--- config.mk ---
export PLATFORM = sky130hd
export DESIGN_NAME = axi_rd_arbiter
export DESIGN_NICKNAME = d
export VERILOG_FILES = /design/src/rtl/axi_rd_arbiter.sv
export SDC_FILE = /design/constraint.sdc
export NUM_CORES = 1
export LEC_CHECK = 0
export ABC_AREA = 0
export CAP_MARGIN = 25
export CORE_MARGIN = 10
export CORE_UTILIZATION = 29
export CTS_BUF_LIST = sky130_fd_sc_hd__clkbuf_4 sky130_fd_sc_hd__clkbuf_8 sky130_fd_sc_hd__clkbuf_16
export DETAILED_ROUTE_END_ITERATION = 10
export PLACE_DENSITY = 0.95
export SETUP_SLACK_MARGIN = 0.4
export SKIP_CTS_REPAIR_TIMING = 1
export SYNTH_ARGS = -nofsm -noshare
export SYNTH_HDL_FRONTEND = slang
export SYNTH_SLANG_ARGS = --single-unit
export TNS_END_PERCENT = 50
--- constraint.sdc ---
create_clock -name aclk -period 4.2 [get_ports aclk]
set_input_delay 0.63 -clock aclk [delete_from_list [all_inputs] [get_ports aclk]]
set_output_delay 0.63 -clock aclk [all_outputs]
set_load 0.03 [all_outputs]
--- src/rtl/axi_rd_arbiter.sv ---
// Two-requester AXI read-channel arbiter: round-robin AR arbitration, grant held
// for one whole burst, R beats steered to the granted requester only.
//
// state   | meaning
// --------+--------------------------------------------------------------
// ST_IDLE | no burst outstanding; picks a winner from s_arvalid
// ST_ADDR | presenting the granted requester's AR to the slave
// ST_DATA | routing R beats of the accepted burst back to the granted requester
module axi_rd_arbiter #(
    parameter int ID_W   = 4,
    parameter int ADDR_W = 32,
    parameter int DATA_W = 32
) (
    input  logic                aclk,
    input  logic                arst,
    input  logic [2*ID_W-1:0]   s_arid,
    input  logic [2*ADDR_W-1:0] s_araddr,
    input  logic [15:0]         s_arlen,
    input  logic [5:0]          s_arsize,
    input  logic [3:0]          s_arburst,
    input  logic [1:0]          s_arvalid,
    output logic [1:0]          s_arready,
    output logic [ID_W-1:0]     s_rid,
    output logic [DATA_W-1:0]   s_rdata,
    output logic [1:0]          s_rresp,
    output logic                s_rlast,
    output logic [1:0]          s_rvalid,
    input  logic [1:0]          s_rready,
    output logic [ID_W-1:0]     m_arid,
    output logic [ADDR_W-1:0]   m_araddr,
    output logic [7:0]          m_arlen,
    output logic [2:0]          m_arsize,
    output logic [1:0]          m_arburst,
    output logic                m_arvalid,
    input  logic                m_arready,
    input  logic [ID_W-1:0]     m_rid,
    input  logic [DATA_W-1:0]   m_rdata,
    input  logic [1:0]          m_rresp,
    input  logic                m_rlast,
    input  logic                m_rvalid,
    output logic                m_rready,
    output logic                grant,
    output logic                busy,
    output logic                proto_err
);

    typedef enum logic [1:0] {
        ST_IDLE = 2'd0,
        ST_ADDR = 2'd1,
        ST_DATA = 2'd2
    } state_t;

    state_t      r_state;
    state_t      w_state_nxt;
    logic        r_grant;
    logic        w_grant_nxt;
    logic [7:0]  r_beat_cnt;
    logic [7:0]  r_len_q;
    logic        r_proto_err;

    logic [ID_W-1:0]   w_sel_arid;
    logic [ADDR_W-1:0] w_sel_araddr;
    logic [7:0]        w_sel_arlen;
    logic [2:0]        w_sel_arsize;
    logic [1:0]        w_sel_arburst;
    logic              w_ar_hs;
    logic              w_r_hs;
    logic              w_last_beat;

    assign w_sel_arid    = r_grant ? s_arid[ID_W +: ID_W]     : s_arid[0 +: ID_W];
    assign w_sel_araddr  = r_grant ? s_araddr[ADDR_W +: ADDR_W] : s_araddr[0 +: ADDR_W];
    assign w_sel_arlen   = r_grant ? s_arlen[15:8]   : s_arlen[7:0];
    assign w_sel_arsize  = r_grant ? s_arsize[5:3]   : s_arsize[2:0];
    assign w_sel_arburst = r_grant ? s_arburst[3:2]  : s_arburst[1:0];

    assign w_ar_hs     = (r_state == ST_ADDR) && m_arready;
    assign w_r_hs      = (r_state == ST_DATA) && m_rvalid && s_rready[r_grant];
    assign w_last_beat = (r_beat_cnt == r_len_q);

    always_ff @(posedge aclk or negedge arst) begin
        if (!arst) begin
            r_state <= ST_IDLE;
        end else begin
            r_state <= w_state_nxt;
        end
    end

    // On a tie the previous loser wins; r_grant resets to 1 so requester 0 goes first.
    always_comb begin
        w_state_nxt = r_state;
        w_grant_nxt = r_grant;
        case (r_state)
            ST_IDLE: begin
                if (|s_arvalid) begin
                    w_state_nxt = ST_ADDR;
                    w_grant_nxt = (&s_arvalid) ? ~r_grant : s_arvalid[1];
                end
            end
            ST_ADDR: begin
                if (m_arready) w_state_nxt = ST_DATA;
            end
            ST_DATA: begin
                if (w_r_hs && m_rlast) w_state_nxt = ST_IDLE;
            end
            default: w_state_nxt = ST_IDLE;
        endcase
    end

    always_ff @(posedge aclk or negedge arst) begin
        if (!arst) begin
            r_grant     <= 1'b1;
            r_beat_cnt  <= 8'd0;
            r_len_q     <= 8'd0;
            r_proto_err <= 1'b0;
        end else begin
            r_grant <= w_grant_nxt;
            if (w_ar_hs) begin
                r_len_q    <= w_sel_arlen;
                r_beat_cnt <= 8'd0;
            end else if (w_r_hs) begin
                r_beat_cnt <= r_beat_cnt + 8'd1;
                if (m_rlast != w_last_beat) r_proto_err <= 1'b1;
            end
        end
    end

    always_comb begin
        s_arready = 2'b00;
        s_rvalid  = 2'b00;
        s_rid     = '0;
        s_rdata   = '0;
        s_rresp   = 2'b00;
        s_rlast   = 1'b0;
        m_arid    = '0;
        m_araddr  = '0;
        m_arlen   = 8'd0;
        m_arsize  = 3'd0;
        m_arburst = 2'd0;
        m_arvalid = 1'b0;
        m_rready  = 1'b0;
        case (r_state)
            ST_ADDR: begin
                m_arvalid          = 1'b1;
                m_arid             = w_sel_arid;
                m_araddr           = w_sel_araddr;
                m_arlen            = w_sel_arlen;
                m_arsize           = w_sel_arsize;
                m_arburst          = w_sel_arburst;
                s_arready[r_grant] = m_arready;
            end
            ST_DATA: begin
                s_rvalid[r_grant] = m_rvalid;
                m_rready          = s_rready[r_grant];
                s_rid             = m_rid;
                s_rdata           = m_rdata;
                s_rresp           = m_rresp;
                s_rlast           = m_rlast;
            end
            default: ;
        endcase
    end

    assign grant     = r_grant;
    assign busy      = (r_state != ST_IDLE);
    assign proto_err = r_proto_err;

endmodule

==> results of run 1 <==
-- layout make-up --
type,instances,area (sq um)
repair buffers,244,2447
fillers,552,2230
multi-input cells,217,1450
flip-flops and latches,20,501.7
well taps,96,120.1
clock buffers,3,41.29
clock inverters,1,30.03
inverters,3,11.26
-- per-layer routing --
metal,GRT usage (%),wire length [um],part of all wire (%),vias up
met5,0,0,0,-
met4,3.579,117,1.0,0
li1,-,-,-,1321
met2,37.48,6097,54,142
met3,7.063,1007,9.0,8
met1,18.73,3972,35,1285
-- synth_stat cells (all sizes together), types with 2 or more instances --
master | n | area (sq um)
nor4 | 3 | 48.80
mux2i | 51 | 510.5
xor2 | 10 | 87.58
nand3 | 4 | 20.02
clkbuf | 7 | 26.28
nor3 | 3 | 15.01
dfrtp | 19 | 475.5
inv | 3 | 11.26
mux2 | 2 | 22.52
nor2 | 60 | 227.7
nand2 | 13 | 48.80
o21ai | 9 | 45.04
a21oi | 2 | 10.01
nand4 | 2 | 12.51
nand2b | 2 | 12.51
buf | 11 | 62.56
and2 | 41 | 259.0
-- cell families (layout without fill, tap and decap cells) --
logic type                 count (synthesis)  in the layout  synth area share (%)
muxes                                     53             53                 26.01
and+or+nand+nor                          133            133                 33.40
xor gates and xnor gates                  11             11                 4.701
buffers and inverters                     21            251                 4.884
adders and majority gates                  1              1                0.6104
DFF                                       20             20                 24.48
AOI/OAI and AO/OA                         19             19                 5.923
-- state kept, by name (all words and copies together) (netlist names) --
register,cells
r_len_q,8
r_state,2
grant,1
r_beat_cnt,8
proto_err,1
-- power by group through the flow --
stage | Sequential (mW) | Combinational (mW) | Clock, mW
after floorplan | 0.325 | 1.29 | 0
after global placement | 0.348 | 2.10 | 0
after detailed placement | 0.355 | 2.12 | 0
after CTS | 0.352 | 2.14 | 0.194
after global routing | 0.366 | 2.24 | 0.203
final | 0.352 | 2.12 | 0.192
-- worst min-delay path: stages, from the launching register on --
cell and delay, ps:
dfrtp_1 360, nand2_1 50, o21ai_0 60
-- through the flow --
step | instances | cell area (sq um) | power [mW] | hold WS, ps | util (%)
2_1_floorplan | 258 | 2049 | 1.616 | 334.4 | -
3_3_place_gp | 580 | 4531 | 2.446 | 460.1 | 66.32
3_5_place_dp | 580 | 4531 | 2.476 | 491.0 | 66.32
4_1_cts | 584 | 4602 | 2.687 | 508.0 | 67.36
5_1_grt | 584 | 4602 | 2.810 | 552.1 | 67.36
6_report | 584 | 4602 | 2.660 | 510.1 | 67.36
-- final timing paths --
path,endpoint,startpoint,slack [ps],cells after the start
worst min register to register,r_len_q[3],r_len_q[3],510,2
max in group asynchronous,r_beat_cnt[3],arst,2810,1
min in group asynchronous,proto_err,arst,860,1
worst max-delay path,s_arready[0],r_state[1],950,6
worst max register to register,r_beat_cnt[4],r_state[1],2170,6
worst min-delay path,r_len_q[3],r_len_q[3],510,2
==> flow_summary.json, run 1 <==
{
  "critPathTopFamily": "buffers and inverters",
  "drv_slew": 0,
  "hpwl_um": 9675,
  "p_switching_mw": 1.359,
  "final_cell_mix": "241 x clkdlybuf4s50_1, 59 x nor2_1, 51 x mux2i_1",
  "grt_pass1_vias": 2960,
  "hp-class": "register to register",
  "drt-initial-drc-count": 45,
  "place_ws_ps": 1066,
  "clock.fmax_mhz": 307.6,
  "seqPwrFrac_pct": 13.2,
  "fin_crit_sh_pct": 77.41,
  "ant_nets": 0,
  "postSynthAreaPerCell_sq_um": 7.944,
  "worstSetupEndpointType": "primary output",
  "power.density_mw_per_mm2": 577.9,
  "clk_pin_slew_ps": 70,
  "layout_commonest_cell": "clkdlybuf4s50_1",
  "clockRootBuffer": "clkbuf_8",
  "clockBufferDepth": 2,
  "status": "completed",
  "cp_max_fo": 50,
  "p_clk_share_pct": 7.2,
  "worstSkewPairLatency_ps": 260,
  "synthCells": 258,
  "antenna_cells": 0,
  "p_comb_share_pct": 79.5,
  "yosys_warnings": 0,
  "crit_chain": "nand2b_2 -> buf_4 -> inv_2 -> nand2_1 -> nor2_1 -> clkdlybuf4s50_1",
  "cp_data_arrival_time_ps": 2620,
  "ys_async_sr_fraction_pct": 100.0,
  "max_cap_viol_count": 0,
  "place_congestion": 0.8087,
  "critPathMaxStageDelay_ps": 710,
  "p_int_mw": 1.301,
  "grt_start_max_net_pins": 51,
  "ys_seq_area_share_pct": 24.48,
  "slowest_stage": "clkdlybuf4s50_1",
  "synthFlopType": "dfrtp_1",
  "std_cell_rows": 30,
  "routed_wl_um": 11190,
  "ys_types": 38,
  "setup_tns_ps": 0,
  "synth_seq_cells": 20,
  "skew_ps": 1.339,
  "fp.dieW_um": 104.1,
  "vias": 2756,
  "dieArea_sq_mm": 0.01083,
  "fin_ws_ps": 948.8,
  "grtUsageTotal_pct": 19.19,
  "cp_num_buf_inv": 3,
  "cp.required_ps": 3570,
  "start_util_pct": 30.00,
  "cts_tree": "built",
  "cts_made_buffers": 3,
  "rsz0062_at_grt": "false",
  "hold_viol": 0,
  "grt_pass1_wl_um": 17010,
  "area_growth_pct": 124.5,
  "htreeDepth": 1,
  "crit_path_start_kind": "register",
  "drt_first_pass_iters": 4,
  "synth-edff-count": 0,
  "synth.cell_area_sq_mm": 0.002049,
  "overflow": 0,
  "via_per_inst": 4.719,
  "setup_viol": 0,
  "die_h_um": 104.1,
  "core-area_sq_mm": 0.006832,
  "antenna_found_initial": 0,
  "ioPinCount": 242,
  "clkSinkCount": 20,
  "io_buffers": 241,
  "path_class": "register to primary output",
  "period_minus_slack_ps": 3251,
  "fin_nets": 635,
  "drive_gt1_share_pct": 3.689,
  "p_leak_nw": 1.982,
  "p_sw_share_pct": 51.10,
  "wl_per_cell_um": 19.17,
  "ir_worst_vdd_mv": 0.3348,
  "worst_pin_slew_ps": 864.6,
  "drc": 0,
  "syn_nets": 404,
  "relSlewSlack_pct": 42.18
}
No activity file was read; power rests on OpenSTA's default activity.
==> run 2: changes to the inputs <==
- CORE_UTILIZATION: 29 -> 25
- PLACE_DENSITY: 0.95 -> 0.91
- clock period: 4.2 -> 2.8 ns (I/O delays scaled with it)
==> run 2 against run 1 <==
Sequential power grew 51%; critical path depth is 2 lower; combinational power is 49% higher; worst setup slack worse by 600 ps; sequential share of layout area is 0.17 points lower; clock-buffer cell count up 1; largest cell class unchanged; highest routed layer unchanged.
==> flow_summary.json, run 2 (same netlist as run 1, synthesis figures left out) <==
{
  "status": "completed",
  "crit_chain": "and2b_1 -> buf_4 -> and2_1 -> clkdlybuf4s50_1",
  "period_minus_slack_ps": 2456,
  "grt_start_max_net_pins": 50,
  "p_clk_share_pct": 5.5,
  "cts_tree": "built",
  "drv_slew": 0,
  "max_cap_viol_count": 0,
  "p_sw_share_pct": 51.95,
  "rsz0062_at_grt": "true",
  "ioPinCount": 242,
  "cp_data_arrival_time_ps": 2040,
  "clk_pin_slew_ps": 70,
  "critPathMaxStageDelay_ps": 680,
  "dieArea_sq_mm": 0.01222,
  "fin_nets": 638,
  "antenna_cells": 0,
  "std_cell_rows": 32,
  "slowest_stage": "clkdlybuf4s50_1",
  "power.density_mw_per_mm2": 835.3,
  "fin_crit_sh_pct": 87.72,
  "core-area_sq_mm": 0.007848,
  "p_leak_nw": 2.662,
  "critPathTopFamily": "buffers and inverters",
  "cp.required_ps": 2380,
  "r2r_setup_slack_ps": 890,
  "setup_tns_ps": 0,
  "via_per_inst": 4.497,
  "hpwl_um": 9364,
  "ir_worst_vdd_mv": 0.4840,
  "io_buffers": 241,
  "overflow": 0,
  "clkSinkCount": 20,
  "grt_pass1_wl_um": 16200,
  "p_comb_share_pct": 80.9,
  "start_util_pct": 26.12,
  "clock.fmax_mhz": 407.1,
  "final_area_sq_mm": 0.004673,
  "setup_viol": 0,
  "die_h_um": 110.5,
  "seqPwrFrac_pct": 13.6,
  "hp-class": "register to register",
  "crit_path_start_kind": "register",
  "layout_commonest_cell": "clkdlybuf4s50_1",
  "hold_ws_ps": 479.3,
  "drt-initial-drc-count": 67,
  "p_int_mw": 1.876,
  "grt_pass1_vias": 2901,
  "antenna_found_initial": 0,
  "skew_ps": 0.9375,
  "hold_viol": 0,
  "reg_top3": "r_beat_cnt (8), r_len_q (8), r_state (2)",
  "p_switching_mw": 2.028,
  "place_congestion": 0.8234,
  "wl_per_cell_um": 17.97,
  "cp_num_buf_inv": 2,
  "vias": 2667,
  "nFillCells": 653,
  "cts_made_buffers": 3,
  "clockBufferDepth": 2,
  "drt_first_pass_iters": 4,
  "routed_wl_um": 10660,
  "drc": 0,
  "drive_gt1_share_pct": 15.27,
  "final_cell_mix": "155 x clkdlybuf4s50_1, 59 x nor2_1, 51 x mux2i_1",
  "clockRootBuffer": "clkbuf_8",
  "dpl_cell_area_sq_mm": 0.004538,
  "cp_max_fo": 39,
  "path_class": "register to primary output",
  "area_growth_pct": 128.0,
  "relSlewSlack_pct": 41.91,
  "htreeDepth": 1,
  "worstSkewPairLatency_ps": 250,
  "grtUsageTotal_pct": 15.90,
  "worst_pin_slew_ps": 868.6,
  "ant_nets": 0,
  "fp.dieW_um": 110.5,
  "worstSetupEndpointType": "primary output"
}
[run 2: changes by cell type in the layout (fill, tap and decap cells not counted)]
| cell | previous run | this run |
|---|---|---|
| dlymetal6s2s_1 | 0 | 32 |
| clkdlybuf4s50_1 | 241 | 155 |
| buf_12 | 1 | 10 |
| bufinv_16 | 1 | 0 |
| clkbuf_8 | 3 | 4 |
| buf_4 | 2 | 50 |
[run 2: worst paths after layout]
| kind | start | to | cells past startpoint |
|---|---|---|---|
| setup / recovery | r_state[0] | s_rdata[24] | 4 |
| hold / removal | proto_err | proto_err | 1 |
| setup reg to reg | grant | proto_err | 4 |
| hold reg to reg | proto_err | proto_err | 1 |
| max in group asynchronous | arst | r_beat_cnt[3] | 1 |
| min in group asynchronous | arst | r_beat_cnt[4] | 1 |
[run 2: final cells by class]
| cell class | instances | area (sq um) | area share, % |
|---|---|---|---|
| clock buffer | 4 | 55.05 | 1.178 |
| inverter | 3 | 11.26 | 0.2410 |
| multi-input combinational | 217 | 1450 | 31.03 |
| sequential | 20 | 501.7 | 10.74 |
| tap | 102 | 127.6 | 2.731 |
| timing repair buffer | 247 | 2527 | 54.08 |
[run 2: power by group through the flow]
stage	Combinational (mW)	Sequential (mW)	Clock [mW]
3_5_place_dp	3.21	0.535	0
3_3_place_gp	3.16	0.529	0
4_1_cts	3.22	0.531	0.221
2_1_floorplan	1.94	0.487	0
6_report	3.16	0.532	0.215
5_1_grt	3.35	0.550	0.239
[run 2: through the flow]
stage	setup WS [ps]	instances	power [mW]	util (%)
finish	343.8	593	3.904	59.55
global placement	502.2	589	3.687	57.83
floorplan	758.4	258	2.423	-
CTS	288.9	593	3.976	58.53
detailed placement	494.2	589	3.749	57.83
global route	241.3	593	4.143	59.55
[run 2: layer usage]
| layer | routed length [um] | track usage (%) |
|---|---|---|
| met2 | 5845 | 31.10 |
| met5 | 0 | 0 |
| met4 | 68 | 2.763 |
| met3 | 1132 | 6.915 |
| met1 | 3613 | 14.89 |
==> run 3: changes to the inputs <==
- SKIP_CTS_REPAIR_TIMING: 1 -> unset
==> run 3 against run 2 <==
Wire length fell by 0.12%; clock-buffer cell count did not move; critical path depth did not move; largest cell class unchanged; sequential share of layout area rose by 0.20 points; register-to-register slack better by 120 ps; core utilization fell by 0.64 points; first-iteration DRC count grew 10%.
==> flow_summary.json, run 3 (same netlist as run 1, synthesis figures left out) <==
{
  "status": "completed",
  "cts_made_buffers": 3,
  "hold_viol": 0,
  "p_comb_share_pct": 80.5,
  "power.density_mw_per_mm2": 838.7,
  "drv_slew": 0,
  "rsz0062_at_grt": "false",
  "vias": 2683,
  "skew_ps": 2.555,
  "r2r_end": "proto_err",
  "path_class": "input port to primary output",
  "relSlewSlack_pct": 41.98,
  "place_congestion": 0.8234,
  "hold_buffers": 0,
  "grtUsageTotal_pct": 15.91,
  "p_clk_share_pct": 5.6,
  "antenna_found_initial": 0,
  "clk_pin_slew_ps": 70,
  "crit_path_end": "s_rvalid[0]",
  "regToRegStartpoint": "grant",
  "clockRootBuffer": "clkbuf_8",
  "drt_first_pass_iters": 4,
  "area_growth_pct": 125.6,
  "period_minus_slack_ps": 2298,
  "p_sw_share_pct": 52.35,
  "antenna_cells": 0,
  "hpwl_um": 9364,
  "cts_resized": 19,
  "fin_cells": 593,
  "die_h_um": 110.5,
  "worst_pin_slew_ps": 867.7,
  "cts_tree": "built",
  "clockBufferDepth": 2,
  "clkSinkCount": 20,
  "setup_tns_ps": 0,
  "cp_max_fo": 4,
  "cp_data_arrival_time_ps": 1880,
  "reg_top3": "r_beat_cnt (8), r_len_q (8), r_state (2)",
  "startpoint": "m_rvalid",
  "setup_viol": 0,
  "fin_crit_sh_pct": 82.08,
  "worstSkewPairLatency_ps": 250,
  "overflow": 0,
  "place_inst": 589,
  "cp.required_ps": 2380,
  "drive_gt1_share_pct": 15.27,
  "ioPinCount": 242,
  "via_per_inst": 4.524,
  "worstSetupEndpointType": "primary output",
  "core-area_sq_mm": 0.007848,
  "dieArea_sq_mm": 0.01222,
  "crit_path_start_kind": "input port",
  "hp-class": "register to register",
  "p_leak_nw": 2.537,
  "p_int_mw": 1.847,
  "final_cell_mix": "148 x clkdlybuf4s50_1, 59 x nor2_1, 51 x mux2i_1",
  "wl_per_cell_um": 17.95,
  "register_area_sq_um": 505.5,
  "p_switching_mw": 2.030,
  "nFillCells": 671,
  "start_util_pct": 26.12,
  "post_cts_buffers": 0,
  "drt-initial-drc-count": 74,
  "grt_pass1_wl_um": 16210,
  "r2r_cells": 4,
  "routed_wl_um": 10650,
  "fin_nets": 638,
  "ir_worst_vdd_mv": 0.4840,
  "io_buffers": 241,
  "r2r_setup_slack_ps": 1010,
  "postLayoutCoreUtil_pct": 58.91,
  "std_cell_rows": 32,
  "fin_ws_ps": 501.7,
  "clock.fmax_mhz": 435.1,
  "ant_nets": 0,
  "fp.dieW_um": 110.5,
  "seqPwrFrac_pct": 13.9,
  "place_ws_ps": 494.2,
  "drc": 0,
  "grt_start_max_net_pins": 50,
  "htreeDepth": 1,
  "multi_input_area_sq_mm": 0.001450,
  "hold_ws_ps": 480.5,
  "grt_pass1_vias": 2901,
  "layout_commonest_cell": "clkdlybuf4s50_1",
  "max_cap_viol_count": 0
}
## run 3: power groups by stage
stage / logic (mW) / registers (mW) / clock network (mW)
after CTS: 3.18 / 0.531 / 0.221
after detailed placement: 3.21 / 0.535 / 0
after global placement: 3.16 / 0.529 / 0
after floorplan: 1.94 / 0.487 / 0
final: 3.12 / 0.538 / 0.217
after global routing: 3.32 / 0.555 / 0.241
## run 3: area by class of cell
cell class	count	area share (%)
Clock buffer	4	1.191
Inverter	3	0.2436
Multi-Input combinational cell	217	31.37
Sequential cell	20	10.93
Tap cell	102	2.760
Timing Repair Buffer	247	53.50
## run 3: worst min-delay path by stage
| stage | slack [ps] | cells past startpoint | from | endpoint |
|---|---|---|---|---|
| floorplan | 120 | 0 | arst | proto_err |
| finish | 480 | 1 | proto_err | proto_err |
| global placement | 460 | 1 | proto_err | proto_err |
| CTS | 480 | 1 | proto_err | proto_err |
| detailed placement | 470 | 1 | proto_err | proto_err |
| global route | 520 | 1 | proto_err | proto_err |
## run 3: per-layer routing
metal | up-vias | wire length [um] | track usage (%)
met5 | - | 0 | 0
met4 | 0 | 95 | 2.763
met3 | 6 | 1116 | 6.915
met2 | 158 | 5779 | 31.10
met1 | 1190 | 3654 | 14.92
li1 | 1329 | - | -
## run 3: critical path, cell delays in order
cell and delay, ps:
clkdlybuf4s50_1 470, nand3b_1 170, nor2_1 130, clkdlybuf4s50_1 680
## run 3: per-stage QoR
step	power (mW)	cell area (sq um)
5_1_grt	4.117	4623
2_1_floorplan	2.423	2049
6_report	3.877	4623
3_5_place_dp	3.749	4538
3_3_place_gp	3.687	4538
4_1_cts	3.935	4569
